**src/rtl/cart_sram_backup_if.sv**
```systemverilog
// SD block interface between the SRAM backup engine (master) and the HPS block server (slave).
interface cart_sram_backup_if;
  logic [31:0] sd_lba;
  logic        sd_rd;
  logic        sd_wr;
  logic        sd_ack;
  logic [8:0]  sd_buff_addr;
  logic [7:0]  sd_buff_dout;
  logic        sd_buff_wr;
  logic [7:0]  sd_buff_din;

  modport master (
    output sd_lba, sd_rd, sd_wr, sd_buff_din,
    input  sd_ack, sd_buff_addr, sd_buff_dout, sd_buff_wr
  );

  modport slave (
    input  sd_lba, sd_rd, sd_wr, sd_buff_din,
    output sd_ack, sd_buff_addr, sd_buff_dout, sd_buff_wr
  );
endinterface

```
**src/rtl/cart_sram_backup.sv**
```systemverilog
// Cartridge battery-SRAM backup: loads the save image on mount and streams 512-byte blocks
// back to the HPS on request, using the SRAM BRAM's second port.
module cart_sram_backup #(
  parameter int unsigned ADDR_W = 18
) (
  input  logic                clk,
  input  logic                reset,
  input  logic [15:0]         size_sram,
  input  logic                sram_we,
  input  logic                img_mounted,
  input  logic                img_readonly,
  input  logic [31:0]         img_size,
  input  logic                save_req,
  cart_sram_backup_if.master  sd,
  output logic [ADDR_W-1:0]   bk_addr,
  output logic                bk_we,
  output logic [7:0]          bk_dout,
  input  logic [7:0]          bk_din,
  output logic                busy,
  output logic                dirty
);

  typedef enum logic [2:0] {
    StIdle, StLdReq, StLdXfer, StSvReq, StSvXfer, StNextLd, StNextSv
  } state_e;

  state_e              state_q, state_d;
  logic [31:0]         lba_q, lba_d;
  logic [23:0]         ld_last_q, ld_last_d;
  logic                mounted_q, mounted_d;
  logic                readonly_q, readonly_d;
  logic                dirty_q, dirty_d;
  logic                ack_q;
  logic [ADDR_W-1:0]   addr_q;

  logic [16:0]         nblk;
  logic [16:0]         sv_last;
  logic [23:0]         img_blks;
  logic [23:0]         ld_cnt;
  logic                sram_present;
  logic                ack_rise, ack_fall;
  logic [ADDR_W-1:0]   xfer_addr;

  assign nblk         = {size_sram, 1'b0};
  assign sv_last      = nblk - 17'd1;
  assign sram_present = |size_sram;
  // Image may be shorter than the SRAM: load ceil(img_size/512) blocks, never more than nblk.
  assign img_blks     = {1'b0, img_size[31:9]} + 24'(|img_size[8:0]);
  assign ld_cnt       = (img_blks < {7'd0, nblk}) ? img_blks : {7'd0, nblk};

  // HPS ack is a level; edges delimit a block even if a stale ack outlives an abort.
  assign ack_rise  = sd.sd_ack & ~ack_q;
  assign ack_fall  = ~sd.sd_ack & ack_q;
  assign xfer_addr = {lba_q[ADDR_W-10:0], sd.sd_buff_addr};

  always_comb begin
    state_d    = state_q;
    lba_d      = lba_q;
    ld_last_d  = ld_last_q;
    mounted_d  = mounted_q;
    readonly_d = readonly_q;
    dirty_d    = dirty_q;

    case (state_q)
      StIdle: begin
        if (save_req && mounted_q && !readonly_q && dirty_q && sram_present) begin
          lba_d   = 32'd0;
          state_d = StSvReq;
        end
      end
      StLdReq:  if (ack_rise) state_d = StLdXfer;
      StLdXfer: if (ack_fall) state_d = StNextLd;
      StNextLd: begin
        if (lba_q == {8'd0, ld_last_q}) begin
          state_d = StIdle;
          dirty_d = 1'b0;
        end else begin
          lba_d   = lba_q + 32'd1;
          state_d = StLdReq;
        end
      end
      StSvReq:  if (ack_rise) state_d = StSvXfer;
      StSvXfer: if (ack_fall) state_d = StNextSv;
      StNextSv: begin
        if (lba_q == {15'd0, sv_last}) begin
          state_d = StIdle;
          dirty_d = 1'b0;
        end else begin
          lba_d   = lba_q + 32'd1;
          state_d = StSvReq;
        end
      end
      default: state_d = StIdle;
    endcase

    // A mount aborts whatever is in flight and restarts as if from idle.
    if (img_mounted) begin
      mounted_d  = |img_size;
      readonly_d = img_readonly;
      ld_last_d  = ld_cnt - 24'd1;
      if ((|img_size) && sram_present) begin
        lba_d   = 32'd0;
        state_d = StLdReq;
      end else begin
        state_d = StIdle;
      end
    end

    // CPU writes win over the end-of-transfer clear.
    if (sram_we) dirty_d = 1'b1;
  end

  always_ff @(posedge clk) begin
    if (reset) begin
      state_q    <= StIdle;
      lba_q      <= 32'd0;
      ld_last_q  <= 24'd0;
      mounted_q  <= 1'b0;
      readonly_q <= 1'b0;
      dirty_q    <= 1'b0;
      ack_q      <= 1'b0;
      addr_q     <= '0;
    end else begin
      state_q    <= state_d;
      lba_q      <= lba_d;
      ld_last_q  <= ld_last_d;
      mounted_q  <= mounted_d;
      readonly_q <= readonly_d;
      dirty_q    <= dirty_d;
      ack_q      <= sd.sd_ack;
      if (state_q != StIdle) addr_q <= xfer_addr;
    end
  end

  assign sd.sd_lba      = lba_q;
  assign sd.sd_rd       = (state_q == StLdReq);
  assign sd.sd_wr       = (state_q == StSvReq);
  assign sd.sd_buff_din = bk_din;

  assign bk_addr = (state_q == StIdle) ? addr_q : xfer_addr;
  assign bk_we   = (state_q == StLdXfer) & sd.sd_buff_wr;
  assign bk_dout = sd.sd_buff_dout;
  assign busy    = (state_q != StIdle);
  assign dirty   = dirty_q;

endmodule

```
**src/flat_wrapper.sv**
```systemverilog
// flat-port wrapper written by rule: the top's interface ports become plain ports
module cart_sram_backup_flat 
#(
  parameter int unsigned ADDR_W = 18
)
  (clk, reset, size_sram, sram_we, img_mounted, img_readonly, img_size, save_req, bk_addr, bk_we, bk_dout, bk_din, busy, dirty, sd_sd_lba, sd_sd_rd, sd_sd_wr, sd_sd_buff_din, sd_sd_ack, sd_sd_buff_addr, sd_sd_buff_dout, sd_sd_buff_wr);
  cart_sram_backup_if sd_i ();
  input  logic clk;
  input  logic reset;
  input  logic [15:0] size_sram;
  input  logic sram_we;
  input  logic img_mounted;
  input  logic img_readonly;
  input  logic [31:0] img_size;
  input  logic save_req;
  output logic [ADDR_W-1:0] bk_addr;
  output logic bk_we;
  output logic [7:0] bk_dout;
  input  logic [7:0] bk_din;
  output logic busy;
  output logic dirty;
  output wire logic [$bits(sd_i.sd_lba)-1:0] sd_sd_lba;
  output wire logic [$bits(sd_i.sd_rd)-1:0] sd_sd_rd;
  output wire logic [$bits(sd_i.sd_wr)-1:0] sd_sd_wr;
  output wire logic [$bits(sd_i.sd_buff_din)-1:0] sd_sd_buff_din;
  input wire logic [$bits(sd_i.sd_ack)-1:0] sd_sd_ack;
  input wire logic [$bits(sd_i.sd_buff_addr)-1:0] sd_sd_buff_addr;
  input wire logic [$bits(sd_i.sd_buff_dout)-1:0] sd_sd_buff_dout;
  input wire logic [$bits(sd_i.sd_buff_wr)-1:0] sd_sd_buff_wr;
  assign sd_sd_lba = sd_i.sd_lba;
  assign sd_sd_rd = sd_i.sd_rd;
  assign sd_sd_wr = sd_i.sd_wr;
  assign sd_sd_buff_din = sd_i.sd_buff_din;
  assign sd_i.sd_ack = sd_sd_ack;
  assign sd_i.sd_buff_addr = sd_sd_buff_addr;
  assign sd_i.sd_buff_dout = sd_sd_buff_dout;
  assign sd_i.sd_buff_wr = sd_sd_buff_wr;
  cart_sram_backup #(.ADDR_W(ADDR_W)) u_core (.clk(clk), .reset(reset), .size_sram(size_sram), .sram_we(sram_we), .img_mounted(img_mounted), .img_readonly(img_readonly), .img_size(img_size), .save_req(save_req), .sd(sd_i), .bk_addr(bk_addr), .bk_we(bk_we), .bk_dout(bk_dout), .bk_din(bk_din), .busy(busy), .dirty(dirty));
endmodule
```
**config.mk**
```make
export PLATFORM = sky130hd
export DESIGN_NAME = cart_sram_backup_flat
export DESIGN_NICKNAME = d
export VERILOG_FILES = /design/src/rtl/cart_sram_backup_if.sv /design/src/rtl/cart_sram_backup.sv /design/src/flat_wrapper.sv
export SDC_FILE = /design/constraint.sdc
export NUM_CORES = 1
export LEC_CHECK = 0
export BUFFER_PORTS_ARGS = -buffer_cell sky130_fd_sc_hd__clkbuf_2
export CORE_MARGIN = 5
export CORE_UTILIZATION = 60
export CTS_BUF_LIST = sky130_fd_sc_hd__clkbuf_16
export DETAILED_ROUTE_END_ITERATION = 6
export HOLD_SLACK_MARGIN = 0.06
export PLACE_DENSITY_LB_ADDON = 0.1
export SLEW_MARGIN = 25
export SYNTH_ARGS = -nofsm -noshare
export SYNTH_HDL_FRONTEND = slang
export SYNTH_SLANG_ARGS = --single-unit
```
**constraint.sdc**
```tcl
create_clock -name clk -period 11 [get_ports clk]
set_input_delay 0.55 -clock clk [delete_from_list [all_inputs] [get_ports clk]]
set_output_delay 0.55 -clock clk [all_outputs]
set_load 0.01 [all_outputs]
```
# After elaboration in Yosys (flattened, before gate mapping)
# Cells that the tools add are included.
[op_classes]
eq_ne = 15
n_reduce_logical = 14
bitwise_logic = 5
order_cmp = 1
addsub = 4
muxes = 22
[ops]
columns = ["op", "n"]
rows = [
  ["32-bit 2-to-1 mux", 5],
  ["32-bit case mux with 3 select lines", 1],
  ["32-bit by 1-bit adder with 32-bit output (second input constant)", 1],
  ["32-bit by 17-bit == test with 1-bit output", 1],
  ["32-bit by 24-bit == test with 1-bit output", 1],
  ["32-bit OR reduction", 1],
  ["23-bit by 1-bit adder with 24-bit output", 1],
  ["24-bit by 17-bit less-than comparator with 1-bit output", 1],
  ["24-bit 2-to-1 mux", 1],
  ["24-bit by 1-bit subtractor with 24-bit output (second input constant)", 1],
  ["3-bit by 2-bit != test with 1-bit output (second input constant)", 7],
  ["3-bit case mux with 7 select lines", 1],
  ["18-bit 2-to-1 mux", 1],
  ["3-bit 2-to-1 mux", 6],
  ["17-bit by 1-bit subtractor with 17-bit output (second input constant)", 1],
  ["16-bit OR reduction", 1],
  ["3-bit == test (second input constant)", 3],
  ["9-bit OR reduction", 1],
  ["3-bit by 2-bit == test with 1-bit output (second input constant)", 2],
  ["3-bit nonzero test", 2],
  ["1-bit logical AND", 5],
  ["1-bit 2-to-1 mux", 5],
  ["5-bit AND reduction", 1],
  ["1-bit AND", 3],
  ["other kinds (7)", 8],
]
[word_totals]
elab_cells = 69
out_inout_bits = 71
ff_bits = 81
inputBits = 81

# Longest topological paths before layout
[logic_depth]
depth_word = 8
depth_mapped = 25
depth_no_buf = 23

# Least setup slack after synthesis
# Ideal clock, no wire load.
[synth_path]
kind = "input port to flip-flop"
startpoint = "input img_size[2]"
endpoint = "register u_core.ld_last_q[18]"
required_ns = 10.927
arrival_time_ns = 5.611
path_slack_ns = 5.315
cell_stages = 25
path_buffers = 2
cell_sequence = "nor4_1 > nand3_1 > ha_1 > ha_1 > buf_2 > inv_1 > nor3_2 > xnor2_1 > inv_1 > ha_1 > a21o_1 > a21oi_1 > a211oi_1 > or4_1 > nor4_2 > and2_1 > buf_4 > mux2i_1 > ha_1 > nand2_1 > a2111oi_4 > nand2_1 > or4b_1 > o311a_1 > nor3_2"
[synth_between]
elab_chain_len = 5
[synth_rtl]
columns = ["item", "line", "rtl"]
rows = [
  ["start, declared", "flat_wrapper.sv:14", "input logic [31:0] img_size;"],
  ["9-bit OR reduction *", "cart_sram_backup.sv:48", "assign img_blks = {1'b0, img_size[31:9]} + 24'(|img_size[8:0]);"],
  ["23-bit by 1-bit adder with 24-bit output *", "cart_sram_backup.sv:48", ""],
  ["24-bit by 17-bit less-than comparator with 1-bit output", "cart_sram_backup.sv:49", "assign ld_cnt = (img_blks < {7'd0, nblk}) ? img_blks : {7'd0, nblk};"],
  ["24-bit 2-to-1 mux *", "cart_sram_backup.sv:49", ""],
  ["24-bit by 1-bit subtractor with 24-bit output *", "cart_sram_backup.sv:100", "ld_last_d = ld_cnt - 24'd1;"],
  ["end signal, assigned", "cart_sram_backup.sv:126", "ld_last_q <= ld_last_d;"],
  ["end, declared", "cart_sram_backup.sv:29", "logic [23:0] ld_last_q, ld_last_d;"],
]
# Every way passes the cells marked *; elsewhere a longest branch is shown, timed or not.
# A chain may end at the register's enable or synchronous reset.

# Worst setup path in the final report
[layout_path]
startpoint = "input img_size[4]"
endpoint = "register u_core.ld_last_q[18]"
# The elaborated chain is that of the path after synthesis.

==> impl_summary.txt <==
----------------------------------------------------
[Route]
  Remaining DRCs ... 0
  Vias/cell ... 6.215
  Overall routed net length ... 19070 microns
  Via Count ... 6358
  Antenna Nets Post-Route ... 0
  Detailed Route Iter0 Violations ... 539
  Number of detailed-route iterations in the first pass ... 5
  Wire per inst ... 18.64 microns

[Clock network]
  Clk slew on worst S/H paths ... 0.06 ns
  Clock tree from TritonCTS ... done
  Largest buffer count on any clock path ... 2
  Clock tree sinks ... 81
  Total setup buffers inserted after CTS ... 0
  H-tree Lvls ... 3
  Number of buffers inserted during clock tree synthesis ... 9
  Clock insertion delay at the later pin of the skew report ... 0.34 ns
  CTS Hold Buffers Added ... 0
  Cts repair resizes ... 0
  Root buffer cell ... sky130_fd_sc_hd__clkbuf_16

[Worst setup path]
  Category of the worst setup path capture point ... flop
  Largest fanout on the critical path ... 10
  Maximum single-stage delay on the critical path ... 0.53 ns
  CP arrival ... 6.78 ns
  Crit start category ... input port
  Class of the most critical setup path ... input port to flop
  Highest-delay cell along the critical path ... sky130_fd_sc_hd__or4b_1
  Cell breakdown of the critical path ... clkbuf_2 -> nor4_1 -> nand3_1 -> ha_1 -> ha_1 -> inv_1 -> nor3_2 -> nand2_1 -> xnor2_1 -> ha_1 -> a211oi_1 -> nor3b_1 -> or4_1 -> nor4_2 -> and2_1 -> mux2i_1 -> ha_1 -> nand2_1 -> a2111oi_4 -> nand2_1 -> or4b_1 -> o311a_1 -> nor3_2
  Bufs and invs on worst path ... 2
  Critical Path RT ... 11.26 ns
  Cell repeated most along the worst path ... sky130_fd_sc_hd__ha_1
  Critical path's top delay family ... simple AND/OR/NAND/NOR gates

[Pwr]
  Final Total Pwr ... 716.7 uW
  PD cells ... 100.7 mW/mm^2
  Fraction of power consumed by sequential logic ... 43.5%
  Leakage power ... 0.002848 uW
  Logic pwr share ... 19.8%
  Switching portion of total power ... 28.75%
  Reported net switching power ... 206.0 uW
  Int Power ... 510.6 uW
  Worst-case vdd ir drop ... 0.00007753 V
  Clk network pwr share ... 36.7%

[Finish]
  Final nets ... 982
  Multi-input gate area in the final layout ... 0.004307 sq mm
  Fraction of layout instances using a drive strength above 1 ... 20.39%
  Area grow syn2layout ... 9.555%
  Layout filler cell count ... 977
  Final Instance Count excl. Fillers ... 1023
  Count of antenna diodes in the layout ... 0
  Area occupied by registers ... 0.001622 sq mm

[Floorplanning]
  Height of the die ... 114.0 microns
  Core area ... 0.01075 sq mm
  Die width ... 114.0 microns
  Die Footprint ... 0.01301 sq mm
  Num rows ... 38
  Count of pins on the block boundary ... 152
  Initial Utilization ... 60.44%

[Synthesis]
  Sequential share of the synthesized area ... 24.97%
  Number of instances in the synthesized netlist ... 822
  Most instantiated flip-flop cell in the synthesis netlist ... sky130_fd_sc_hd__dfxtp_1
  Synth Warn # ... 0
  Synthesized flop and latch total ... 81
  Post-Synthesis Mean Instance Area ... 7.901 sq um
  EDFF count, synth ... 0
  Netlist area before placement ... 0.006495 sq mm
  Synth async-reset ratio ... 0%
  Cell variety after synth ... 74
  Synthesized netlist net count ... 924

[GRT]
  Maximum number of pins on one net before global-route repair ... 47
  Wire length of the first global-routing pass ... 30590 microns
  Initial antenna violation count ... 0
  Remaining Overflow, GRT ... 0
  Vias in the first global route ... 6046
  Total GRT Usage ... 29.13%

[STA]
  Time the final worst path needs with I/O delays and setup ... 6.513 ns
  Count of pins over their slew limit ... 0
  Slew at the pin closest to its max-slew limit ... 0.9358 ns
  Crit share post-route ... 59.21%
  Skew final ... 0.006014 ns
  Maximum operating frequency ... 153.5 MHz
  Least setup slack across all paths after layout ... 4.487 ns
  Final setup viols ... 0
  Worst slew slack as a fraction of its limit ... 36.00%
  Unrepaired setup endpoints after global routing ... no
  Number of hold violations in the final report ... 0
  Final sum of negative setup slack ... 0 ns

[Hold path]
  Worst Hold Class ... input port to flop

[Placed design]
  Detail Placement HPWL ... 14830 microns
  Final estimated routing congestion in global placement ... 0.9698
  Worst Setup Slack post-DPL ... 4.163 ns
  Number of input and output port buffers inserted ... 119
  Post-Place Cells ... 1009

[Outcome]
  Outcome ... finished, final reports clean

[Job]
  Number of max-capacitance violations reported ... 0

----------------------------------------------------
[power groups by stage]
| stage | Clock (uW) | Combinational [uW] | Sequential [uW] |
|---|---|---|---|
| 2_1_floorplan | 0 | 105 | 314 |
| 4_1_cts | 267 | 141 | 311 |
| 3_5_place_dp | 0 | 140 | 318 |
| 6_report | 263 | 142 | 312 |
| 3_3_place_gp | 0 | 135 | 317 |
| 5_1_grt | 278 | 155 | 313 |
[cell usage after synthesis (all sizes together) (20+ instances only)]
master	instances	area, sq um
nor3	36	200.2
nand3	42	210.2
o21ai	34	170.2
buf	56	374.1
xnor2	72	630.6
a21oi	27	138.9
clkbuf	21	80.07
nand2	66	247.7
nor2	62	232.7
ha	21	262.8
dfxtp	81	1622
mux2	20	225.2
inv	34	127.6
nand4	28	181.4
nor2b	27	168.9
[worst min-delay path, delay by kind of cell]
kind | cells | cell delay [ns]
buffers and inverters | 1 | 0.07
muxes | 1 | 0.06
and+or+nand+nor | 1 | 0.08
[through the flow]
stage	utilization [%]	hold slack (ns)	cell area (sq um)
after floorplan	-	0.4456	6495
after global placement	63.83	0.4711	6859
after detailed placement	63.88	0.4800	6864
after CTS	66.22	0.4517	7116
after global routing	66.22	0.4913	7116
final	66.22	0.4559	7116
[path summary, 6_finish.rpt]
kind / cells after the start / end / slack (ns) / from
hold reg to reg: 2 / u_core.mounted_q / 0.49 / u_core.mounted_q
hold / removal: 3 / u_core.readonly_q / 0.46 / img_readonly
setup / recovery: 23 / u_core.ld_last_q[18] / 4.49 / img_size[4]
setup reg to reg: 8 / u_core.sd.sd_lba[5] / 7.20 / u_core.sd.sd_lba[25]
[routing by layer]
| layer | GRT usage (%) | vias to the layer above | wire, microns | share of wire [%] |
|---|---|---|---|---|
| met4 | 11.48 | 0 | 567 | 3.0 |
| met3 | 4.562 | 35 | 1125 | 5.9 |
| met1 | 36.43 | 3019 | 8101 | 42 |
| li1 | - | 3056 | - | - |
| met2 | 50.08 | 248 | 9278 | 49 |
| met5 | 0 | - | 0 | 0 |
[layout by cell type, fill, tap and decap left out, drive strengths merged, types with 28 or more instances in the layout]
master,instances
nand3,42
clkbuf,128
xnor2,72
inv,35
dfxtp,81
o21ai,34
nand4,28
nor2,62
nand2,66
nor3,36
[sequential cells by signal, summed over array words and instances, names as in the netlist]
name,cells
u_core.mounted_q,1
u_core.ld_last_q,24
u_core.sd.sd_lba,32
u_core.state_q,3
u_core.ack_q,1
u_core.dirty,1
u_core.readonly_q,1
u_core.addr_q,18
[layout make-up]
| class | count | area share [%] |
|---|---|---|
| Tap cell | 140 | 2.462 |
| Inverter | 34 | 1.794 |
| Multi-Input combinational cell | 630 | 60.52 |
| Timing Repair Buffer | 124 | 8.897 |
| Sequential cell | 81 | 22.79 |
| Clock buffer | 9 | 3.165 |
| Clock inverter | 5 | 0.3693 |
[cells by family (layout without fill, tap and decap cells)]
group / count (synthesis) / in the layout / share of synthesized area [%]
XOR/XNOR: 86 / 86 / 11.60
multiplexers: 35 / 35 / 5.779
buffers and inverters: 111 / 172 / 8.958
flip-flops: 81 / 81 / 24.97
AND/OR/NAND/NOR: 341 / 341 / 28.13
adder cells (fa/ha/maj): 21 / 21 / 4.045
AO/OA/AOI/OAI: 147 / 147 / 16.53
No activity file was read; power rests on OpenSTA's default activity.
